===== src/rtl/spike_writeback_packer_if.sv =====
// Spike-stream and memory-write signals of the writeback packer.
// The packer takes the slave view; the producer/memory environment takes the master view.
interface spike_writeback_packer_if #(
    parameter int NUM_PES = 9,
    parameter int WORD_W  = 32,
    parameter int ADDR_W  = 10
);
    logic               spk_valid;
    logic [NUM_PES-1:0] spk_data;
    logic               spk_ready;
    logic               mem_wvalid;
    logic               mem_wready;
    logic [ADDR_W-1:0]  mem_addr;
    logic [WORD_W-1:0]  mem_wdata;

    modport slave (
        input  spk_valid, spk_data, mem_wready,
        output spk_ready, mem_wvalid, mem_addr, mem_wdata
    );

    modport master (
        output spk_valid, spk_data, mem_wready,
        input  spk_ready, mem_wvalid, mem_addr, mem_wdata
    );
endinterface


===== src/rtl/spike_writeback_packer.sv =====
// Packs NUM_PES-bit spike vectors LSB-first into WORD_W-bit words, buffers them
// in a small FIFO and writes them to the output spike SRAM at incrementing addresses.
module spike_writeback_packer #(
    parameter int NUM_PES    = 9,
    parameter int WORD_W     = 32,
    parameter int FIFO_DEPTH = 4,
    parameter int ADDR_W     = 10
) (
    input  logic                    clk,
    input  logic                    nrst,
    input  logic                    start,
    input  logic [ADDR_W-1:0]       base_addr,
    input  logic [3:0]              c_out,
    input  logic [3:0]              num_timesteps,
    spike_writeback_packer_if.slave bus,
    output logic                    busy,
    output logic                    done
);
    localparam int CNT_W  = $clog2(WORD_W) + 1;
    localparam int PTR_W  = (FIFO_DEPTH > 1) ? $clog2(FIFO_DEPTH) : 1;
    localparam int FCNT_W = $clog2(FIFO_DEPTH + 1);

    typedef enum logic [2:0] {
        S_IDLE,
        S_RUN,
        S_FLUSH,
        S_DRAIN,
        S_DONE
    } state_e;

    state_e              state_q, state_d;
    logic [7:0]          total_q, total_d;
    logic [7:0]          vec_cnt_q, vec_cnt_d;
    logic [WORD_W-1:0]   pack_q, pack_d;
    logic [CNT_W-1:0]    bit_cnt_q, bit_cnt_d;
    logic [ADDR_W-1:0]   addr_q, addr_d;
    logic [WORD_W-1:0]   fifo_mem_q [FIFO_DEPTH];
    logic [WORD_W-1:0]   fifo_mem_d [FIFO_DEPTH];
    logic [PTR_W-1:0]    wr_ptr_q, wr_ptr_d;
    logic [PTR_W-1:0]    rd_ptr_q, rd_ptr_d;
    logic [FCNT_W-1:0]   fifo_cnt_q, fifo_cnt_d;
    logic                spk_ready_q, spk_ready_d;
    logic                busy_q, busy_d;
    logic                done_q, done_d;

    logic [2*WORD_W-1:0] merged;
    logic [CNT_W-1:0]    bit_sum;
    logic [7:0]          job_total;
    logic                accept;
    logic                push;
    logic                pop;
    logic [WORD_W-1:0]   push_data;

    // NOTE: every variable written here gets a default first, so no path can infer a latch.
    always_comb begin
        state_d    = state_q;
        total_d    = total_q;
        vec_cnt_d  = vec_cnt_q;
        pack_d     = pack_q;
        bit_cnt_d  = bit_cnt_q;
        addr_d     = addr_q;
        fifo_mem_d = fifo_mem_q;
        wr_ptr_d   = wr_ptr_q;
        rd_ptr_d   = rd_ptr_q;
        fifo_cnt_d = fifo_cnt_q;
        push       = 1'b0;
        push_data  = '0;

        merged    = {{WORD_W{1'b0}}, pack_q}
                  | ({{(2*WORD_W-NUM_PES){1'b0}}, bus.spk_data} << bit_cnt_q);
        bit_sum   = bit_cnt_q + CNT_W'(NUM_PES);
        job_total = {4'b0, c_out} * {4'b0, num_timesteps};
        accept    = bus.spk_valid && spk_ready_q;
        pop       = (fifo_cnt_q != '0) && bus.mem_wready;

        if (pop) begin
            addr_d = addr_q + 1'b1;
        end

        case (state_q)
            S_IDLE: begin
                if (start) begin
                    total_d   = job_total;
                    addr_d    = base_addr;
                    vec_cnt_d = '0;
                    pack_d    = '0;
                    bit_cnt_d = '0;
                    state_d   = (job_total == 8'd0) ? S_DONE : S_RUN;
                end
            end
            S_RUN: begin
                if (accept) begin
                    vec_cnt_d = vec_cnt_q + 8'd1;
                    if (bit_sum >= CNT_W'(WORD_W)) begin
                        push      = 1'b1;
                        push_data = merged[WORD_W-1:0];
                        pack_d    = merged[2*WORD_W-1:WORD_W];
                        bit_cnt_d = bit_sum - CNT_W'(WORD_W);
                    end else begin
                        pack_d    = merged[WORD_W-1:0];
                        bit_cnt_d = bit_sum;
                    end
                    if (vec_cnt_d == total_q) begin
                        state_d = (bit_cnt_d != '0) ? S_FLUSH : S_DRAIN;
                    end
                end
            end
            S_FLUSH: begin
                // Bits above bit_cnt are already zero, so the residual needs no masking.
                if (fifo_cnt_q < FCNT_W'(FIFO_DEPTH)) begin
                    push      = 1'b1;
                    push_data = pack_q;
                    pack_d    = '0;
                    bit_cnt_d = '0;
                    state_d   = S_DRAIN;
                end
            end
            S_DRAIN: begin
                if (fifo_cnt_q == '0) begin
                    state_d = S_DONE;
                end
            end
            S_DONE:  state_d = S_IDLE;
            default: state_d = S_IDLE;
        endcase

        if (push) begin
            fifo_mem_d[wr_ptr_q] = push_data;
            wr_ptr_d = (wr_ptr_q == PTR_W'(FIFO_DEPTH - 1)) ? '0 : wr_ptr_q + 1'b1;
        end
        if (pop) begin
            rd_ptr_d = (rd_ptr_q == PTR_W'(FIFO_DEPTH - 1)) ? '0 : rd_ptr_q + 1'b1;
        end
        if (push && !pop) begin
            fifo_cnt_d = fifo_cnt_q + 1'b1;
        end else if (!push && pop) begin
            fifo_cnt_d = fifo_cnt_q - 1'b1;
        end

        spk_ready_d = (state_d == S_RUN) && (fifo_cnt_d < FCNT_W'(FIFO_DEPTH));
        busy_d      = (state_d != S_IDLE);
        done_d      = (state_d == S_DONE);
    end

    // NOTE: sequential state uses non-blocking assignments only, so all flops update together.
    always_ff @(posedge clk or negedge nrst) begin
        if (!nrst) begin
            state_q     <= S_IDLE;
            total_q     <= '0;
            vec_cnt_q   <= '0;
            pack_q      <= '0;
            bit_cnt_q   <= '0;
            addr_q      <= '0;
            // NOTE: the FIFO storage is reset because its head drives mem_wdata, which must read 0 in reset.
            fifo_mem_q  <= '{default: '0};
            wr_ptr_q    <= '0;
            rd_ptr_q    <= '0;
            fifo_cnt_q  <= '0;
            spk_ready_q <= 1'b0;
            busy_q      <= 1'b0;
            done_q      <= 1'b0;
        end else begin
            state_q     <= state_d;
            total_q     <= total_d;
            vec_cnt_q   <= vec_cnt_d;
            pack_q      <= pack_d;
            bit_cnt_q   <= bit_cnt_d;
            addr_q      <= addr_d;
            fifo_mem_q  <= fifo_mem_d;
            wr_ptr_q    <= wr_ptr_d;
            rd_ptr_q    <= rd_ptr_d;
            fifo_cnt_q  <= fifo_cnt_d;
            spk_ready_q <= spk_ready_d;
            busy_q      <= busy_d;
            done_q      <= done_d;
        end
    end

    assign bus.spk_ready  = spk_ready_q;
    assign bus.mem_wvalid = (fifo_cnt_q != '0);
    assign bus.mem_addr   = addr_q;
    assign bus.mem_wdata  = fifo_mem_q[rd_ptr_q];
    assign busy           = busy_q;
    assign done           = done_q;
endmodule


===== src/flat_wrapper.sv =====
// flat-port wrapper written by rule: the top's interface ports become plain ports
module spike_writeback_packer_flat 
#(
    parameter int NUM_PES    = 9,
    parameter int WORD_W     = 32,
    parameter int FIFO_DEPTH = 4,
    parameter int ADDR_W     = 10
)
  (clk, nrst, start, base_addr, c_out, num_timesteps, busy, done, bus_spk_valid, bus_spk_data, bus_mem_wready, bus_spk_ready, bus_mem_wvalid, bus_mem_addr, bus_mem_wdata);
  spike_writeback_packer_if #(.NUM_PES(NUM_PES), .WORD_W(WORD_W), .ADDR_W(ADDR_W)) bus_i ();
  input  logic clk;
  input  logic nrst;
  input  logic start;
  input  logic [ADDR_W-1:0] base_addr;
  input  logic [3:0] c_out;
  input  logic [3:0] num_timesteps;
  output logic busy;
  output logic done;
  input wire logic [$bits(bus_i.spk_valid)-1:0] bus_spk_valid;
  input wire logic [$bits(bus_i.spk_data)-1:0] bus_spk_data;
  input wire logic [$bits(bus_i.mem_wready)-1:0] bus_mem_wready;
  output wire logic [$bits(bus_i.spk_ready)-1:0] bus_spk_ready;
  output wire logic [$bits(bus_i.mem_wvalid)-1:0] bus_mem_wvalid;
  output wire logic [$bits(bus_i.mem_addr)-1:0] bus_mem_addr;
  output wire logic [$bits(bus_i.mem_wdata)-1:0] bus_mem_wdata;
  assign bus_i.spk_valid = bus_spk_valid;
  assign bus_i.spk_data = bus_spk_data;
  assign bus_i.mem_wready = bus_mem_wready;
  assign bus_spk_ready = bus_i.spk_ready;
  assign bus_mem_wvalid = bus_i.mem_wvalid;
  assign bus_mem_addr = bus_i.mem_addr;
  assign bus_mem_wdata = bus_i.mem_wdata;
  spike_writeback_packer #(.NUM_PES(NUM_PES), .WORD_W(WORD_W), .FIFO_DEPTH(FIFO_DEPTH), .ADDR_W(ADDR_W)) u_core (.clk(clk), .nrst(nrst), .start(start), .base_addr(base_addr), .c_out(c_out), .num_timesteps(num_timesteps), .bus(bus_i), .busy(busy), .done(done));
endmodule

===== config.mk =====
export PLATFORM = sky130hd
export DESIGN_NAME = spike_writeback_packer_flat
export DESIGN_NICKNAME = d
export VERILOG_FILES = /design/src/rtl/spike_writeback_packer_if.sv /design/src/rtl/spike_writeback_packer.sv /design/src/flat_wrapper.sv
export SDC_FILE = /design/constraint.sdc
export NUM_CORES = 1
export LEC_CHECK = 0
export ABC_CLOCK_PERIOD_IN_PS = 3000
export CORE_ASPECT_RATIO = 0.6
export CORE_MARGIN = 4
export CORE_UTILIZATION = 30
export DETAILED_ROUTE_END_ITERATION = 6
export PLACE_DENSITY = 0.49
export SYNTH_ARGS = -nofsm -noshare
export SYNTH_HDL_FRONTEND = slang
export SYNTH_SLANG_ARGS = --single-unit

===== constraint.sdc =====
create_clock -name clk -period 3 [get_ports clk]
set_input_delay 0.6 -clock clk [delete_from_list [all_inputs] [get_ports clk]]
set_output_delay 0.6 -clock clk [all_outputs]
set_load 0.005 [all_outputs]

==> tab_implementation.tex <==
\begin{tabular}{lr}
\hline
Metric & Value \\
\hline
\multicolumn{2}{l}{\textbf{STA}} \\
\quad Final hold violation count & 0 \\
\quad Slew margin rel. & 0.564 \\
\quad Highest clock frequency the design can meet & 0.348 GHz \\
\quad Worst Slack Setup Final & 0.128 ns \\
\quad Final clock skew & 0.0107 ns \\
\quad Final Slew Violations & 0 \\
\quad Share of the cycle needed by the critical path after routing & 0.957 \\
\quad Hold slack final & 0.0589 ns \\
\quad Post-layout min period & 2.87 ns \\
\quad Setup-violating endpoint count in the final report & 0 \\
\quad Measured slew at the worst slew-check pin & 0.646 ns \\
\multicolumn{2}{l}{\textbf{Logic synthesis}} \\
\quad Syn Area/Cell & 11.3 um\^{}2 \\
\quad Top FF cell, synth & sky130\_fd\_sc\_hd\_\_dfrtp\_1 \\
\quad Post-synthesis instance area & 10600 um\^{}2 \\
\quad Library cell with the largest summed area after synthesis & sky130\_fd\_sc\_hd\_\_dfrtp\_1 \\
\quad Register bit count reported by yosys & 205 \\
\quad Area fraction of the dominant cell type after synthesis & 0.484 \\
\quad Total nets after synthesis & 1002 \\
\quad Asr flop ratio synth & 1.00 \\
\quad Number of flops mapped to enable cells by yosys & 0 \\
\quad Biggest area contributors in the synthesized netlist & sky130\_fd\_sc\_hd\_\_dfrtp\_1 (48\%), sky130\_fd\_sc\_hd\_\_mux2\_2 (8.4\%), sky130\_fd\_sc\_hd\_\_mux4\_2 (6.8\%) \\
\quad Sequential fraction of the synthesis area & 0.484 \\
\quad Count of warnings emitted by yosys & 0 \\
\quad Number of distinct library cell variants in the gate-level netlist after synthesis & 59 \\
\quad Cell count after synthesis & 940 \\
\multicolumn{2}{l}{\textbf{GRT}} \\
\quad Via count of the first global-routing pass & 7490 \\
\quad Largest net degree at the start of global routing & 62 \\
\quad Sum of overflow across all layers after global routing & 0 \\
\quad Global-route wire length before repair & 44.8 mm \\
\quad Initial antenna violation count & 0 \\
\quad Overall fraction of global-route tracks in use & 0.142 \\
\multicolumn{2}{l}{\textbf{Placed design}} \\
\quad Post-Place Worst Slack & -0.922 ns \\
\quad Count of port buffers added during placement & 77 \\
\quad Total half-perimeter wirelength after legalization and detailed placement & 19.7 mm \\
\quad Routability Congestion & 0.911 \\
\multicolumn{2}{l}{\textbf{Outcome}} \\
\quad Outcome & complete, no violations \\
\multicolumn{2}{l}{\textbf{Worst setup path}} \\
\quad Critical path data arrival time & 3.28 ns \\
\quad Critical Path Sink Type & register \\
\quad Worst Path Class, Setup & in -> reg \\
\quad Critical path startpoint category & primary input \\
\quad Worst r2r src & u\_core.bit\_cnt\_q[1] \\
\quad Minimum setup slack among reg-to-reg paths & 0.35 ns \\
\quad Worst Path Required & 3.41 ns \\
\quad Worst R2R End & u\_core.bus.spk\_ready \\
\quad Critical-path maximum fanout & 3 \\
\quad Worst Reg-to-Reg Cells & 12 \\
\multicolumn{2}{l}{\textbf{Route}} \\
\quad Total wire length & 27.8 mm \\
\quad Total via count in the routed design & 7697 \\
\quad Routed length per placed instance & 18.0 um \\
\quad Count of antenna-violating nets left after detailed routing & 0 \\
\quad Mean number of vias per cell & 4.98 \\
\quad TritonRoute pass-1 iters & 5 \\
\quad Number of design-rule violations left by the first detailed-router iteration & 530 \\
\quad Detailed-route DRC error count & 0 \\
\multicolumn{2}{l}{\textbf{Job}} \\
\quad Count of maximum capacitance violations & 0 \\
\multicolumn{2}{l}{\textbf{Power}} \\
\quad Sw frac & 0.359 \\
\quad Combinational cell fraction of total power & 0.369 \\
\quad Switching component of the power & 3.75 mW \\
\quad Cell-internal power & 6.71 mW \\
\quad Flop pwr share & 0.355 \\
\quad Total leakage power & 5.97 nW \\
\quad Worst VDD drop & 0.381 mV \\
\quad Final Total Pwr & 10.5 mW \\
\quad Power density of the placed cells & 785 nW/um\^{}2 \\
\quad Clock group share of total power & 0.276 \\
\multicolumn{2}{l}{\textbf{Finish}} \\
\quad Filler instances & 3310 \\
\quad Area growth from synthesis to final layout & 25.7\% \\
\quad Share of post-route cells with drive strength above 1 & 0.247 \\
\quad Final-stage net count & 1133 \\
\quad Antenna diodes & 0 \\
\multicolumn{2}{l}{\textbf{CTS}} \\
\quad H-tree lvl count & 1 \\
\quad Clock sinks & 205 \\
\quad Number of buffers inserted during clock tree synthesis & 22 \\
\quad Clock tree root buffer cell & sky130\_fd\_sc\_hd\_\_clkbuf\_16 \\
\quad Source-to-sink clock delay at the later pin of the worst-skew pair & 0.52 ns \\
\quad CTS tree & built \\
\quad Post-CTS clock slew at the launch and capture registers of the worst setup and hold paths & 0.06 ns \\
\quad Largest buffer count on any clock path & 3 \\
\multicolumn{2}{l}{\textbf{Hold path}} \\
\quad Worst min-delay path class & in -> async \\
\multicolumn{2}{l}{\textbf{Floorplanning}} \\
\quad Ports placed on the boundary & 78 \\
\quad Die area & 38500 um\^{}2 \\
\quad Vertical die dimension & 154 um \\
\quad Area of the placeable core & 34300 um\^{}2 \\
\quad Die Width & 251 um \\
\quad Effective utilization at floorplan & 0.309 \\
\quad \# rows & 52 \\
\hline
\end{tabular}
repair_timing:
item	in CTS	in global routing
resized for setup	11	25
setup buffers	1	2
gates cloned	0	0
hold buffers	0	0
setup endpoints to repair	8	5
endpoints found under the hold margin	0	0
pin swaps	5	11
flip-flops by register name, summed over array words and instances (netlist names), 3 cells and up:
signal,count
u_core.bit_cnt_q,6
u_core.bus.mem_addr,10
u_core.fifo_cnt_q,3
u_core.fifo_mem_q,128
u_core.pack_q,32
u_core.state_q,3
u_core.total_q,8
u_core.vec_cnt_q,8
area by class of cell:
type	count	area, um^2	area share
inverters	22	82.6	0.00620
well taps	459	574	0.0431
clock inverters	9	134	0.0100
clock buffers	31	624	0.0469
flip-flops and latches	205	5130	0.385
multi-input cells	658	5270	0.396
repair buffers	162	1500	0.113
kinds of logic (layout without fill, tap and decap cells):
kind of cell | after synthesis | in the layout | share of synthesized area
buf+inv | 77 | 224 | 0.0312
xor+xnor | 26 | 26 | 0.0215
fa+ha+maj | 30 | 30 | 0.0383
compound gates | 214 | 214 | 0.126
flops | 205 | 205 | 0.484
mux | 146 | 146 | 0.196
simple gates | 242 | 242 | 0.103
critical path: stages:
cell                              delay (ns)
sky130_fd_sc_hd__clkdlybuf4s15_1        0.20
sky130_fd_sc_hd__nand2_2                0.06
sky130_fd_sc_hd__fa_1                   0.52
sky130_fd_sc_hd__fa_2                   0.48
sky130_fd_sc_hd__fa_2                   0.39
sky130_fd_sc_hd__nor2b_2                0.13
sky130_fd_sc_hd__o21ai_2                0.07
sky130_fd_sc_hd__nor3b_4                0.16
sky130_fd_sc_hd__o2111ai_2              0.25
sky130_fd_sc_hd__nor4_2                 0.08
sky130_fd_sc_hd__buf_4                  0.14
sky130_fd_sc_hd__a41o_1                 0.20
power groups by stage:
stage	Clock (mW)	Combinational [mW]	Sequential [mW]
after floorplan	0	2.30	3.61
after global placement	0	3.77	3.78
after detailed placement	0	3.78	3.78
after CTS	2.98	3.83	3.72
after global routing	3.08	4.22	3.80
final	2.89	3.86	3.71
per-layer routing:
| metal | global-route usage | part of all wire |
|---|---|---|
| met1 | 0.239 | 0.54 |
| met2 | 0.185 | 0.39 |
| met3 | 0.0306 | 0.051 |
| met4 | 0.0238 | 0.015 |
| met5 | 0 | 0 |
how the worst max path moves through the flow:
stage / from / end / slack (ns) / depth (start not counted)
after floorplan: c_out[2] / u_core.bus.spk_ready / -0.006 / 11
after global placement: c_out[2] / u_core.done / -0.82 / 12
after detailed placement: c_out[2] / u_core.state_q[2] / -0.92 / 12
after CTS: c_out[3] / u_core.state_q[0] / 0.006 / 14
after global routing: num_timesteps[1] / u_core.bus.spk_ready / -0.02 / 10
final: num_timesteps[1] / u_core.state_q[2] / 0.13 / 12
cells in the final DEF (no fill, tap or decap), drive strengths merged, types with 6 or more instances in the layout:
cell and n:
nor2 47, o22ai 9, mux2i 12, nand3 20
xor2 13, nor3 7, buf 86, o21ai 92
nand4 6, mux4 38, o31ai 9, and2 11
and3 6, clkinv 7, nand2b 6, clkdlybuf4s50 69
xnor2 13, mux2 96, a211oi 9, dfrtp 205
a21oi 39, nand2 120, clkbuf 36, o211ai 8
inv 20, nor3b 7, ha 26, a31oi 12
a22o 15
per-stage QoR:
step           utilization  TNS (ns)  cells  area, um^2
2_1_floorplan            -  -0.00601    940       10600
6_report             0.389         0   1546       13300
3_3_place_gp         0.364     -4.62   1503       12500
4_1_cts              0.387         0   1544       13300
5_1_grt              0.389   -0.0210   1546       13300
3_5_place_dp         0.364     -5.15   1503       12500
cell usage after synthesis, types with 3 or more instances:
library cell	number
sky130_fd_sc_hd__a21o_1	5
sky130_fd_sc_hd__xnor2_1	13
sky130_fd_sc_hd__a31oi_1	11
sky130_fd_sc_hd__o21ai_0	91
sky130_fd_sc_hd__buf_1	3
sky130_fd_sc_hd__o211ai_1	4
sky130_fd_sc_hd__mux4_2	32
sky130_fd_sc_hd__buf_2	24
sky130_fd_sc_hd__ha_1	26
sky130_fd_sc_hd__and2_1	11
sky130_fd_sc_hd__clkbuf_1	26
sky130_fd_sc_hd__nand3_1	19
sky130_fd_sc_hd__a21oi_1	39
sky130_fd_sc_hd__nor4_1	4
sky130_fd_sc_hd__fa_1	4
sky130_fd_sc_hd__o211ai_2	4
sky130_fd_sc_hd__nor2_1	47
sky130_fd_sc_hd__mux4_1	6
sky130_fd_sc_hd__nor3_1	7
sky130_fd_sc_hd__o31ai_1	9
sky130_fd_sc_hd__nand2b_1	6
sky130_fd_sc_hd__mux2i_1	12
sky130_fd_sc_hd__a211oi_1	8
sky130_fd_sc_hd__nand2_1	119
sky130_fd_sc_hd__xor2_1	13
sky130_fd_sc_hd__and3_1	6
sky130_fd_sc_hd__nor3b_1	6
sky130_fd_sc_hd__a22o_1	15
sky130_fd_sc_hd__dfrtp_1	205
sky130_fd_sc_hd__or3_1	3
sky130_fd_sc_hd__o22ai_1	9
sky130_fd_sc_hd__nor2b_1	3
sky130_fd_sc_hd__inv_1	20
sky130_fd_sc_hd__mux2_2	79
sky130_fd_sc_hd__mux2_1	17
sky130_fd_sc_hd__nand4_1	6
(Power assumes the default switching activity.)
